File: src/rtl/drive_pkg.sv
// Shared drive-mode encodings for the car controllers plus arbiter/turn-gate state types.
package drive_pkg;

  typedef enum logic [1:0] {
    MODE_OFF    = 2'd0,
    MODE_MANUAL = 2'd1,
    MODE_SEMI   = 2'd2,
    MODE_AUTO   = 2'd3
  } mode_e;

  typedef enum logic [1:0] {
    ST_IDLE   = 2'd0,
    ST_ACTIVE = 2'd1,
    ST_DRAIN  = 2'd2,
    ST_SETTLE = 2'd3
  } arb_state_e;

  typedef enum logic [1:0] {
    TG_READY     = 2'd0,
    TG_WAIT_RISE = 2'd1,
    TG_WAIT_FALL = 2'd2,
    TG_GUARD     = 2'd3
  } gate_state_e;

  // Cycles after a pulse within which the car must acknowledge the turn.
  localparam int unsigned TURN_RISE_TIMEOUT = 4;

  function automatic int unsigned cnt_width(input int unsigned a, input int unsigned b);
    return $clog2(((a > b) ? a : b) + 1);
  endfunction

endpackage

File: src/rtl/turn_gate.sv
// Single-turn-in-flight filter: priority select, one-cycle pulse, wait for turn completion, guard gap.
module turn_gate
  import drive_pkg::*;
#(
  parameter int unsigned TURN_GUARD = 10,
  parameter int unsigned CNT_W      = 4
) (
  input  logic       clk,
  input  logic       rst,
  input  logic [2:0] req,
  input  logic       is_turning,
  output logic       turn_left,
  output logic       turn_right,
  output logic       turn_back,
  output logic       busy
);

  localparam int unsigned RISE_W = $clog2(TURN_RISE_TIMEOUT);
  localparam logic [RISE_W-1:0] RISE_LAST = RISE_W'(TURN_RISE_TIMEOUT - 1);
  localparam logic [CNT_W-1:0]  GUARD_LOAD = CNT_W'(TURN_GUARD);

  gate_state_e       phase, phase_d;
  logic [RISE_W-1:0] rise_cnt, rise_cnt_d;
  logic [CNT_W-1:0]  guard_cnt, guard_cnt_d;
  logic              left_d, right_d, back_d, busy_d;

  always_ff @(posedge clk) begin
    if (rst) begin
      phase      <= TG_READY;
      rise_cnt   <= '0;
      guard_cnt  <= '0;
      turn_left  <= 1'b0;
      turn_right <= 1'b0;
      turn_back  <= 1'b0;
      busy       <= 1'b0;
    end else begin
      phase      <= phase_d;
      rise_cnt   <= rise_cnt_d;
      guard_cnt  <= guard_cnt_d;
      turn_left  <= left_d;
      turn_right <= right_d;
      turn_back  <= back_d;
      busy       <= busy_d;
    end
  end

  // Back beats left beats right; losers in the same cycle are dropped.
  always_comb begin
    phase_d     = phase;
    rise_cnt_d  = rise_cnt;
    guard_cnt_d = guard_cnt;
    left_d      = 1'b0;
    right_d     = 1'b0;
    back_d      = 1'b0;
    case (phase)
      TG_READY: begin
        if (!is_turning && (req != 3'b000)) begin
          if (req[2])      back_d  = 1'b1;
          else if (req[1]) left_d  = 1'b1;
          else             right_d = 1'b1;
          phase_d    = TG_WAIT_RISE;
          rise_cnt_d = '0;
        end
      end
      TG_WAIT_RISE: begin
        if (is_turning) begin
          phase_d = TG_WAIT_FALL;
        end else if (rise_cnt >= RISE_LAST) begin
          // Car never acknowledged; release anyway after the guard gap.
          phase_d     = TG_GUARD;
          guard_cnt_d = GUARD_LOAD;
        end else begin
          rise_cnt_d = rise_cnt + RISE_W'(1);
        end
      end
      TG_WAIT_FALL: begin
        if (!is_turning) begin
          phase_d     = TG_GUARD;
          guard_cnt_d = GUARD_LOAD;
        end
      end
      TG_GUARD: begin
        if (guard_cnt <= CNT_W'(1)) begin
          phase_d     = TG_READY;
          guard_cnt_d = '0;
        end else begin
          guard_cnt_d = guard_cnt - CNT_W'(1);
        end
      end
      default: phase_d = TG_READY;
    endcase
    busy_d = (phase_d != TG_READY);
  end

endmodule

File: src/rtl/drive_mode_arbiter.sv
// Grants the car's motion/turn interface to manual, semi or auto control with stop-drain-settle handover.
module drive_mode_arbiter
  import drive_pkg::*;
#(
  parameter int unsigned SETTLE     = 50,
  parameter int unsigned TURN_GUARD = 10
) (
  input  logic       clk,
  input  logic       rst,
  input  logic [1:0] mode_req,
  input  logic       is_turning,
  input  logic       man_fwd,
  input  logic       man_bwd,
  input  logic       man_left,
  input  logic       man_right,
  input  logic       semi_fwd,
  input  logic       semi_tl,
  input  logic       semi_tr,
  input  logic       semi_tb,
  input  logic       auto_fwd,
  input  logic       auto_tl,
  input  logic       auto_tr,
  input  logic       auto_tb,
  output logic       move_forward,
  output logic       move_backward,
  output logic       turn_left,
  output logic       turn_right,
  output logic       turn_back,
  output logic       semi_enable,
  output logic       auto_enable,
  output logic [1:0] active_mode,
  output logic       switching
);

  localparam int unsigned CNT_W = cnt_width(SETTLE, TURN_GUARD);
  localparam logic [CNT_W-1:0] SETTLE_LAST = CNT_W'(SETTLE - 1);

  arb_state_e       state, state_d;
  mode_e            target, target_d;
  mode_e            active_q, active_d;
  mode_e            req_mode;
  logic [CNT_W-1:0] settle_cnt, settle_cnt_d;
  logic             man_left_q, man_right_q;
  logic             fwd_d, bwd_d, semi_en_d, auto_en_d, switching_d;
  logic             stay_active;
  logic [2:0]       turn_req;
  logic             gate_busy;

  assign req_mode    = mode_e'(mode_req);
  assign active_mode = active_q;

  always_ff @(posedge clk) begin
    if (rst) begin
      state         <= ST_IDLE;
      target        <= MODE_OFF;
      active_q      <= MODE_OFF;
      settle_cnt    <= '0;
      man_left_q    <= 1'b0;
      man_right_q   <= 1'b0;
      move_forward  <= 1'b0;
      move_backward <= 1'b0;
      semi_enable   <= 1'b0;
      auto_enable   <= 1'b0;
      switching     <= 1'b0;
    end else begin
      state         <= state_d;
      target        <= target_d;
      active_q      <= active_d;
      settle_cnt    <= settle_cnt_d;
      man_left_q    <= man_left;
      man_right_q   <= man_right;
      move_forward  <= fwd_d;
      move_backward <= bwd_d;
      semi_enable   <= semi_en_d;
      auto_enable   <= auto_en_d;
      switching     <= switching_d;
    end
  end

  always_comb begin
    state_d      = state;
    target_d     = target;
    active_d     = active_q;
    settle_cnt_d = settle_cnt;
    case (state)
      ST_IDLE: begin
        if (req_mode != MODE_OFF) begin
          target_d     = req_mode;
          settle_cnt_d = '0;
          state_d      = ST_SETTLE;
        end
      end
      ST_ACTIVE: begin
        if (req_mode != active_q) begin
          state_d  = ST_DRAIN;
          active_d = MODE_OFF;
        end
      end
      ST_DRAIN: begin
        if (!is_turning) begin
          target_d     = req_mode;
          settle_cnt_d = '0;
          state_d      = ST_SETTLE;
        end
      end
      ST_SETTLE: begin
        // A changed request mid-settle restarts the full hold.
        if (req_mode != target) begin
          target_d     = req_mode;
          settle_cnt_d = '0;
        end else if (settle_cnt >= SETTLE_LAST) begin
          state_d  = (target == MODE_OFF) ? ST_IDLE : ST_ACTIVE;
          active_d = target;
        end else begin
          settle_cnt_d = settle_cnt + CNT_W'(1);
        end
      end
      default: state_d = ST_IDLE;
    endcase

    // Source drives the car only while the grant is staying in place this cycle.
    stay_active = (state == ST_ACTIVE) && (state_d == ST_ACTIVE);
    fwd_d       = 1'b0;
    bwd_d       = 1'b0;
    turn_req    = 3'b000;
    if (stay_active) begin
      case (active_q)
        MODE_MANUAL: begin
          fwd_d    = man_fwd & ~man_bwd;
          bwd_d    = man_bwd & ~man_fwd;
          turn_req = {1'b0, man_left & ~man_left_q, man_right & ~man_right_q};
        end
        MODE_SEMI: begin
          fwd_d    = semi_fwd;
          turn_req = {semi_tb, semi_tl, semi_tr};
        end
        MODE_AUTO: begin
          fwd_d    = auto_fwd;
          turn_req = {auto_tb, auto_tl, auto_tr};
        end
        default: begin
          fwd_d    = 1'b0;
          turn_req = 3'b000;
        end
      endcase
    end
    if (gate_busy) turn_req = 3'b000;

    semi_en_d   = stay_active && (active_q == MODE_SEMI);
    auto_en_d   = stay_active && (active_q == MODE_AUTO);
    switching_d = (state_d == ST_DRAIN) || (state_d == ST_SETTLE);
  end

  turn_gate #(
    .TURN_GUARD (TURN_GUARD),
    .CNT_W      (CNT_W)
  ) u_turn_gate (
    .clk        (clk),
    .rst        (rst),
    .req        (turn_req),
    .is_turning (is_turning),
    .turn_left  (turn_left),
    .turn_right (turn_right),
    .turn_back  (turn_back),
    .busy       (gate_busy)
  );

endmodule

File: config.mk
export PLATFORM = sky130hd
export DESIGN_NAME = drive_mode_arbiter
export DESIGN_NICKNAME = d
export VERILOG_FILES = /design/src/rtl/drive_pkg.sv /design/src/rtl/turn_gate.sv /design/src/rtl/drive_mode_arbiter.sv
export SDC_FILE = /design/constraint.sdc
export NUM_CORES = 1
export LEC_CHECK = 0
export CAP_MARGIN = 20
export CORE_ASPECT_RATIO = 1.5
export CORE_MARGIN = 2
export CORE_UTILIZATION = 30
export DETAILED_ROUTE_END_ITERATION = 10
export SLEW_MARGIN = 0
export SYNTH_ARGS = -nofsm -noshare
export SYNTH_HDL_FRONTEND = slang
export SYNTH_HIERARCHICAL = 1
export SYNTH_SLANG_ARGS = --single-unit
File: constraint.sdc
create_clock -name clk -period 3.5 [get_ports clk]
set_input_delay 0.35 -clock clk [delete_from_list [all_inputs] [get_ports clk]]
set_output_delay 0.35 -clock clk [all_outputs]
set_load 0.05 [all_outputs]
[After elaboration in Yosys (flattened, before gate mapping)]
Cells that the tools add are included.
Cells by class
  add/sub/neg operators: 3
  $lt $le $gt $ge: 3
  eq/ne operators: 26
  multiplexer cells: 42
  bitwise operators: 12
  reduce and logical (&&, ||, !) cells: 25
Operators with widths (count)
  $mux 6: 8
  $mux 2: 19
  $pmux 6 s3: 2
  $reduce_and 4->1: 5
  $ne 2x2->1 const B: 9
  $eq 2x2->1 const B: 8
  $pmux 2 s4: 2
  $pmux 3 s3: 1
  $reduce_bool 3->1: 3
  $eq 2x1->1 const B: 4
  $not 1->1: 8
  $pmux 2 s2: 2
  $reduce_bool 2->1: 4
  $add 6x1->6 const B: 1
  $ge 6x6->1 const B: 1
  $le 6x1->1 const B: 1
  $logic_not 2->1: 3
  $mux 3: 2
  $pmux 2 s3: 1
  $reduce_or 3->1: 2
  $sub 6x1->6 const B: 1
  $and 1x1->1: 4
  $logic_and 1x1->1: 4
  $mux 1: 4
  10 further kinds: 12
Storage, ports and cells
  register bits: 33
  input bits: 17
  output and inout port bits: 10
  word-level logic and storage cells: 129

[Logic depth before layout (Yosys ltp)]
  depth in word-level cells: 14
  gate-level depth with buffers: 9
  depth with buffers taken out: 8

[Cells and area by module]
The synthesis kept the hierarchy.
Modules (own cells, without submodules)
  drive_mode_arbiter: times used 1, cells an instance 114, area an instance 987.2 µm², sequential area each 360.3 µm²
  turn_gate: times used 1, cells an instance 87, area an instance 770.7 µm², sequential area each 280.3 µm²

[Worst setup path after synthesis]
OpenSTA, ideal clock, no wires.
  path kind: flip-flop to flip-flop
  start: register active_q[0] (netlist: active_mode[0])
  end: register u_turn_gate.rise_cnt[0]
  library setup time: 0.116 ns
  arrival: 2.409 ns
  required time: 3.384 ns
  slack: 0.975 ns
  cell stages (with the launch flop): 10
  buffers on the path: 1
  clock period less this slack: 2.525 ns
  cell sequence: dfxtp_1 -> clkbuf_1 -> xnor2_1 -> nand2_1 -> or4b_1 -> nor3_1 -> nor4_1 -> nor2_1 -> a21oi_1 -> a31o_1
On the way
  cells in the longest elaborated chain, start to end: 11
  elaborated cells between the ends (all ways): 15
  those cells by class: eq/ne: 6; mux: 5; reduce/logical: 4
Ends and longest elaborated chain
  start: declaration: line drive_mode_arbiter.sv:40  | mode_e active_q, active_d;
  start signal: assignment: line drive_mode_arbiter.sv:68  | active_q <= active_d;
  $ne 2x2->1: line drive_mode_arbiter.sv:94  | if (req_mode != active_q) begin
  $mux 2: line drive_mode_arbiter.sv:94
  $pmux 2 s4: line drive_mode_arbiter.sv:85  | case (state)
  $eq 2x1->1: line drive_mode_arbiter.sv:122  | stay_active = (state == ST_ACTIVE) && (state_d == ST_ACTIVE);
  $logic_and 1x1->1: line drive_mode_arbiter.sv:122
  $mux 3 (*): line drive_mode_arbiter.sv:126  | if (stay_active) begin
  $mux 3 (*): line drive_mode_arbiter.sv:147  | if (gate_busy) turn_req = 3'b000;
  net turn_req[2]: line drive_mode_arbiter.sv:46  | logic [2:0] turn_req;
  $reduce_bool 3->1 (*): line turn_gate.sv:57  | if (!is_turning && (req != 3'b000)) begin
  $logic_and 1x1->1 (*): line turn_gate.sv:57
  $ne 2x1->1 (no source line) (*)
  $reduce_and 4->1 (no source line) (*)
  end signal: assignment: line turn_gate.sv:38  | rise_cnt <= rise_cnt_d;
  end: declaration: line turn_gate.sv:23  | logic [RISE_W-1:0] rise_cnt, rise_cnt_d;
The timed path passes the listed nets; every way through them passes the cells marked *.
A chain may end at the register's enable or synchronous reset.

[Worst setup path after layout]
  start: input mode_req[0]
  end: register u_turn_gate.rise_cnt[0]
On the way
  cells in the longest elaborated chain, start to end: 11
  elaborated cells between the ends (all ways): 15
  those cells by class: eq/ne: 4; mux: 6; reduce/logical: 5
Ends and longest elaborated chain
  start: declaration: line drive_mode_arbiter.sv:10  | input logic [1:0] mode_req,
  $ne 2x2->1 (tied with other cells): line drive_mode_arbiter.sv:108  | if (req_mode != target) begin
  $mux 2 (on tied branches): line drive_mode_arbiter.sv:108, drive_mode_arbiter.sv:87, drive_mode_arbiter.sv:94
  $pmux 2 s4 (*): line drive_mode_arbiter.sv:85
  $eq 2x1->1 (*): line drive_mode_arbiter.sv:122
  $logic_and 1x1->1 (*): line drive_mode_arbiter.sv:122
  $mux 3 (*): line drive_mode_arbiter.sv:126
  $mux 3 (*): line drive_mode_arbiter.sv:147
  net turn_req[2]: line drive_mode_arbiter.sv:46
  $reduce_bool 3->1 (*): line turn_gate.sv:57
  $logic_and 1x1->1 (*): line turn_gate.sv:57
  $ne 2x1->1 (no source line) (*)
  $reduce_and 4->1 (no source line) (*)
Marks and branches as above.

==> results.py <==
metrics = {
    "floorplan": {
        "floorplan.io_pins": 27,
        "rows": 34,
        "initial_utilization": 0.3061,
        "dieHeight_um": 97.76,
        "area_of_the_die_sq_mm": 0.006501,
        "core-area_sq_mm": 0.005743,
        "die_outline_width_um": 66.50,
    },
    "clock_tree": {
        "numCtsBuffers": 5,
        "cts.sinks": 32,
        "cts_tree": "done",
        "post-cts-setup-buffers": 0,
        "ctsResizeCount": 0,
        "cts_hold_buf": 0,
        "clk_pin_slew_worst_paths_ns": 0.07,
        "clk_root_buf": "clkbuf_8",
        "worstSkewPairLatency_ns": 0.28,
        "cts_buffer_depth": 2,
        "number_of_h_tree_branching_levels": 2,
    },
    "synthesis": {
        "synth.distinct_cells": 60,
        "post_synth_instance_area_sq_mm": 0.001758,
        "synthArstFlopShare": 0,
        "synthFlopType": "dfxtp_1",
        "syn_nets": 224,
        "synth-edff-count": 0,
        "synth_warnings": 6,
        "synth.ff_latch_count": 32,
        "syn_inst": 201,
        "syn_avg_cell_area_sq_um": 8.746,
        "synth.yosys.seq_area_share": 0.3644,
    },
    "worst_setup_path": {
        "critPathKind": "in2reg",
        "timing.critical_path.to_type": "flip-flop",
        "cp.buffers_inverters": 1,
        "regToRegSetupSlack_ns": 1.11,
        "critical_path_cell_count": 9,
        "critical_path.max_fanout": 5,
        "crit_family": "simple AND/OR/NAND/NOR gates",
        "timing.critical_path.cells": "clkdlybuf4s50_1 > xnor2_1 > nand2_1 > or4b_1 > nor3_1 > nor4_1 > nor2_1 > a21oi_1 > a31o_1",
        "worst-endpoint-required_ns": 3.67,
        "reg2reg_depth": 8,
        "cpMaxStageDelayCell": "or4b_1",
        "crit_path_max_incr_delay_ns": 0.53,
        "critical_path.startpoint_type": "input pin",
        "worst_ep_arrival_time_ns": 2.65,
    },
    "cells_and_area": {
        "num_antenna_cells": 0,
        "fin_nets": 248,
        "post_route_cells_drive_above_1_share": 0.1106,
        "post_layout_nonfiller_instances": 298,
        "area_delta_synth_final_pct": 23.20,
        "final_common_cell": "dfxtp_1",
        "top_library_cells_by_usage_in_the_layout_fill_and_taps_aside": "dfxtp_1, clkdlybuf4s50_1, nor2_1",
        "postLayoutCellArea_sq_mm": 0.002166,
        "multi_input_area_sq_mm": 0.001011,
        "combined_flip_flop_and_latch_cell_area_sq_um": 640.6,
        "fill_cell_total_of_the_finished_layout": 605,
    },
    "sta": {
        "total_neg_setup_slack_ns": 0,
        "grt_setup_unrepaired": "false",
        "timing.hold.ws_ns": 0.4811,
        "finalClockSkew_ns": 0.008916,
        "timing.slew.headroom": 0.5154,
        "worst-slew-pin-transition_ns": 0.7238,
        "final_max_slew_viol_count": 0,
        "setup_viol_count_final": 0,
        "final.min_clock_period_ns": 2.475,
        "hold_viol_final": 0,
        "post-route-period-util": 0.7071,
        "maxClockFrequency_mhz": 404.1,
    },
    "route": {
        "routed_wirelength_um": 3978,
        "drt.antenna.violating_nets": 0,
        "via_count": 1530,
        "drt-initial-drc-count": 113,
        "mean_number_of_vias_per_cell": 5.134,
        "first_pass_detailed_route_iteration_total": 4,
        "drc_errors": 0,
        "drt-wirelength-per-cell_um": 13.35,
    },
    "min_path": {
        "whs_path_depth": 2,
        "hold_removal_path_class": "reg2reg",
    },
    "outcome": {
        "run_status": "completed",
    },
    "power_and_ir_drop": {
        "worst_ir_drop_vdd_mv": 0.1312,
        "share_comb_of_total_power": 0.126,
        "p_seq_frac": 0.461,
        "power.switching_fraction": 0.2491,
        "power_switching_mw": 0.2111,
        "leakage_component_of_the_power_nw": 0.7315,
        "p_clk_frac": 0.414,
        "power_density_mw_per_mm2": 391.3,
        "p_int_mw": 0.6363,
    },
    "grt": {
        "first_pass_grt_wire_length_um": 7044,
        "grt-ovfl-total": 0,
        "antenna_found_initial": 0,
        "first_global_vias": 1546,
        "global_route.usage.total": 0.1362,
        "grt_max_degree": 25,
    },
    "placed_design": {
        "inst_count_dp": 290,
        "detailed_place_hpwl_um": 2877,
        "detailed_place.area_sq_mm": 0.002058,
        "port_buffers": 26,
        "gp_congestion": 0.7718,
    },
    "job": {
        "maxCapViolCount": 0,
    },
}
-- metrics by stage --
step / setup slack [ns] / util / total power [mW]
3_3_place_gp: 0.8128 / 0.3584 / 0.5038
3_5_place_dp: 0.7533 / 0.3584 / 0.5053
6_report: 1.025 / 0.3771 / 0.8474
5_1_grt: 0.8657 / 0.3771 / 0.8910
4_1_cts: 1.040 / 0.3771 / 0.8646
2_1_floorplan: 0.9752 / - / 0.4634
-- power groups by stage --
stage	clock, mW	combinational, mW	sequential, mW
floorplan	0	0.0690	0.394
global placement	0	0.106	0.398
detailed placement	0	0.107	0.398
CTS	0.367	0.108	0.390
global route	0.379	0.119	0.393
finish	0.350	0.107	0.390
-- registers in the layout, indices dropped and copies added, names as in the netlist --
| register | count |
|---|---|
| u_turn_gate/busy | 1 |
| state | 1 |
| u_turn_gate/guard_cnt | 6 |
| man_right_q | 1 |
| semi_enable | 1 |
| target | 2 |
| settle_cnt | 6 |
| move_forward | 1 |
| auto_enable | 1 |
| man_left_q | 1 |
| move_backward | 1 |
| u_turn_gate/turn_left | 1 |
| u_turn_gate/rise_cnt | 2 |
| u_turn_gate/turn_right | 1 |
| u_turn_gate/phase | 2 |
| switching | 1 |
| u_turn_gate/turn_back | 1 |
| active_mode | 2 |
-- layout make-up --
| type | count | area share |
|---|---|---|
| clock buffer | 6 | 0.03351 |
| sequential | 32 | 0.2958 |
| inverter | 11 | 0.01906 |
| clock inverter | 2 | 0.01618 |
| tap | 72 | 0.04159 |
| multi-input combinational | 147 | 0.4668 |
| timing repair buffer | 28 | 0.1271 |
-- cells by family after synthesis --
family                     Yosys count  share of synthesized area
adders and majority gates            6                    0.04270
xor gates and xnor gates             4                    0.02420
and+or+nand+nor                     85                     0.2989
muxes                                3                    0.01708
buffers and inverters               22                    0.06050
AOI/OAI and AO/OA                   49                     0.1922
DFF                                 32                     0.3644
-- worst min-delay path: cells and delay by family, from the launching register on --
| family | cells | cell delay [ns] |
|---|---|---|
| AO/OA/AOI/OAI | 1 | 0.04 |
| buffers and inverters | 1 | 0.07 |
| flip-flops | 1 | 0.33 |
-- cell usage after synthesis (all sizes together), types with 3 or more instances --
master,n,share of area
o21ai,7,0.020
mux2i,3,0.017
nand2b,4,0.019
a21oi,16,0.048
buf,4,0.016
ha,6,0.043
or3,3,0.016
or4,5,0.023
or2,3,0.011
nand3,4,0.011
inv,11,0.023
nor3,9,0.028
or4b,4,0.023
a22o,3,0.015
clkbuf,7,0.021
nand4,5,0.018
a22oi,5,0.024
o31ai,3,0.013
dfxtp,32,0.36
nor2,25,0.059
nand2,13,0.037
-- metal layers --
metal  track usage  vias to the layer above  part of all wire
met1        0.1588                      727              0.45
met2        0.2385                       23              0.51
met4       0.03925                        0             0.013
li1              -                      773                 -
met3       0.03687                        7             0.029
met5             0                        -                 0
-- worst paths after layout --
path	end	startpoint
max	u_turn_gate/rise_cnt[0]$_SDFFE_PP0P_	mode_req[0]
min	settle_cnt[5]$_SDFFE_PP0P_	settle_cnt[5]$_SDFFE_PP0P_
max reg2reg	u_turn_gate/rise_cnt[0]$_SDFFE_PP0P_	active_mode[0]$_SDFFE_PP0P_
min reg2reg	settle_cnt[5]$_SDFFE_PP0P_	settle_cnt[5]$_SDFFE_PP0P_
(Power assumes the default switching activity.)
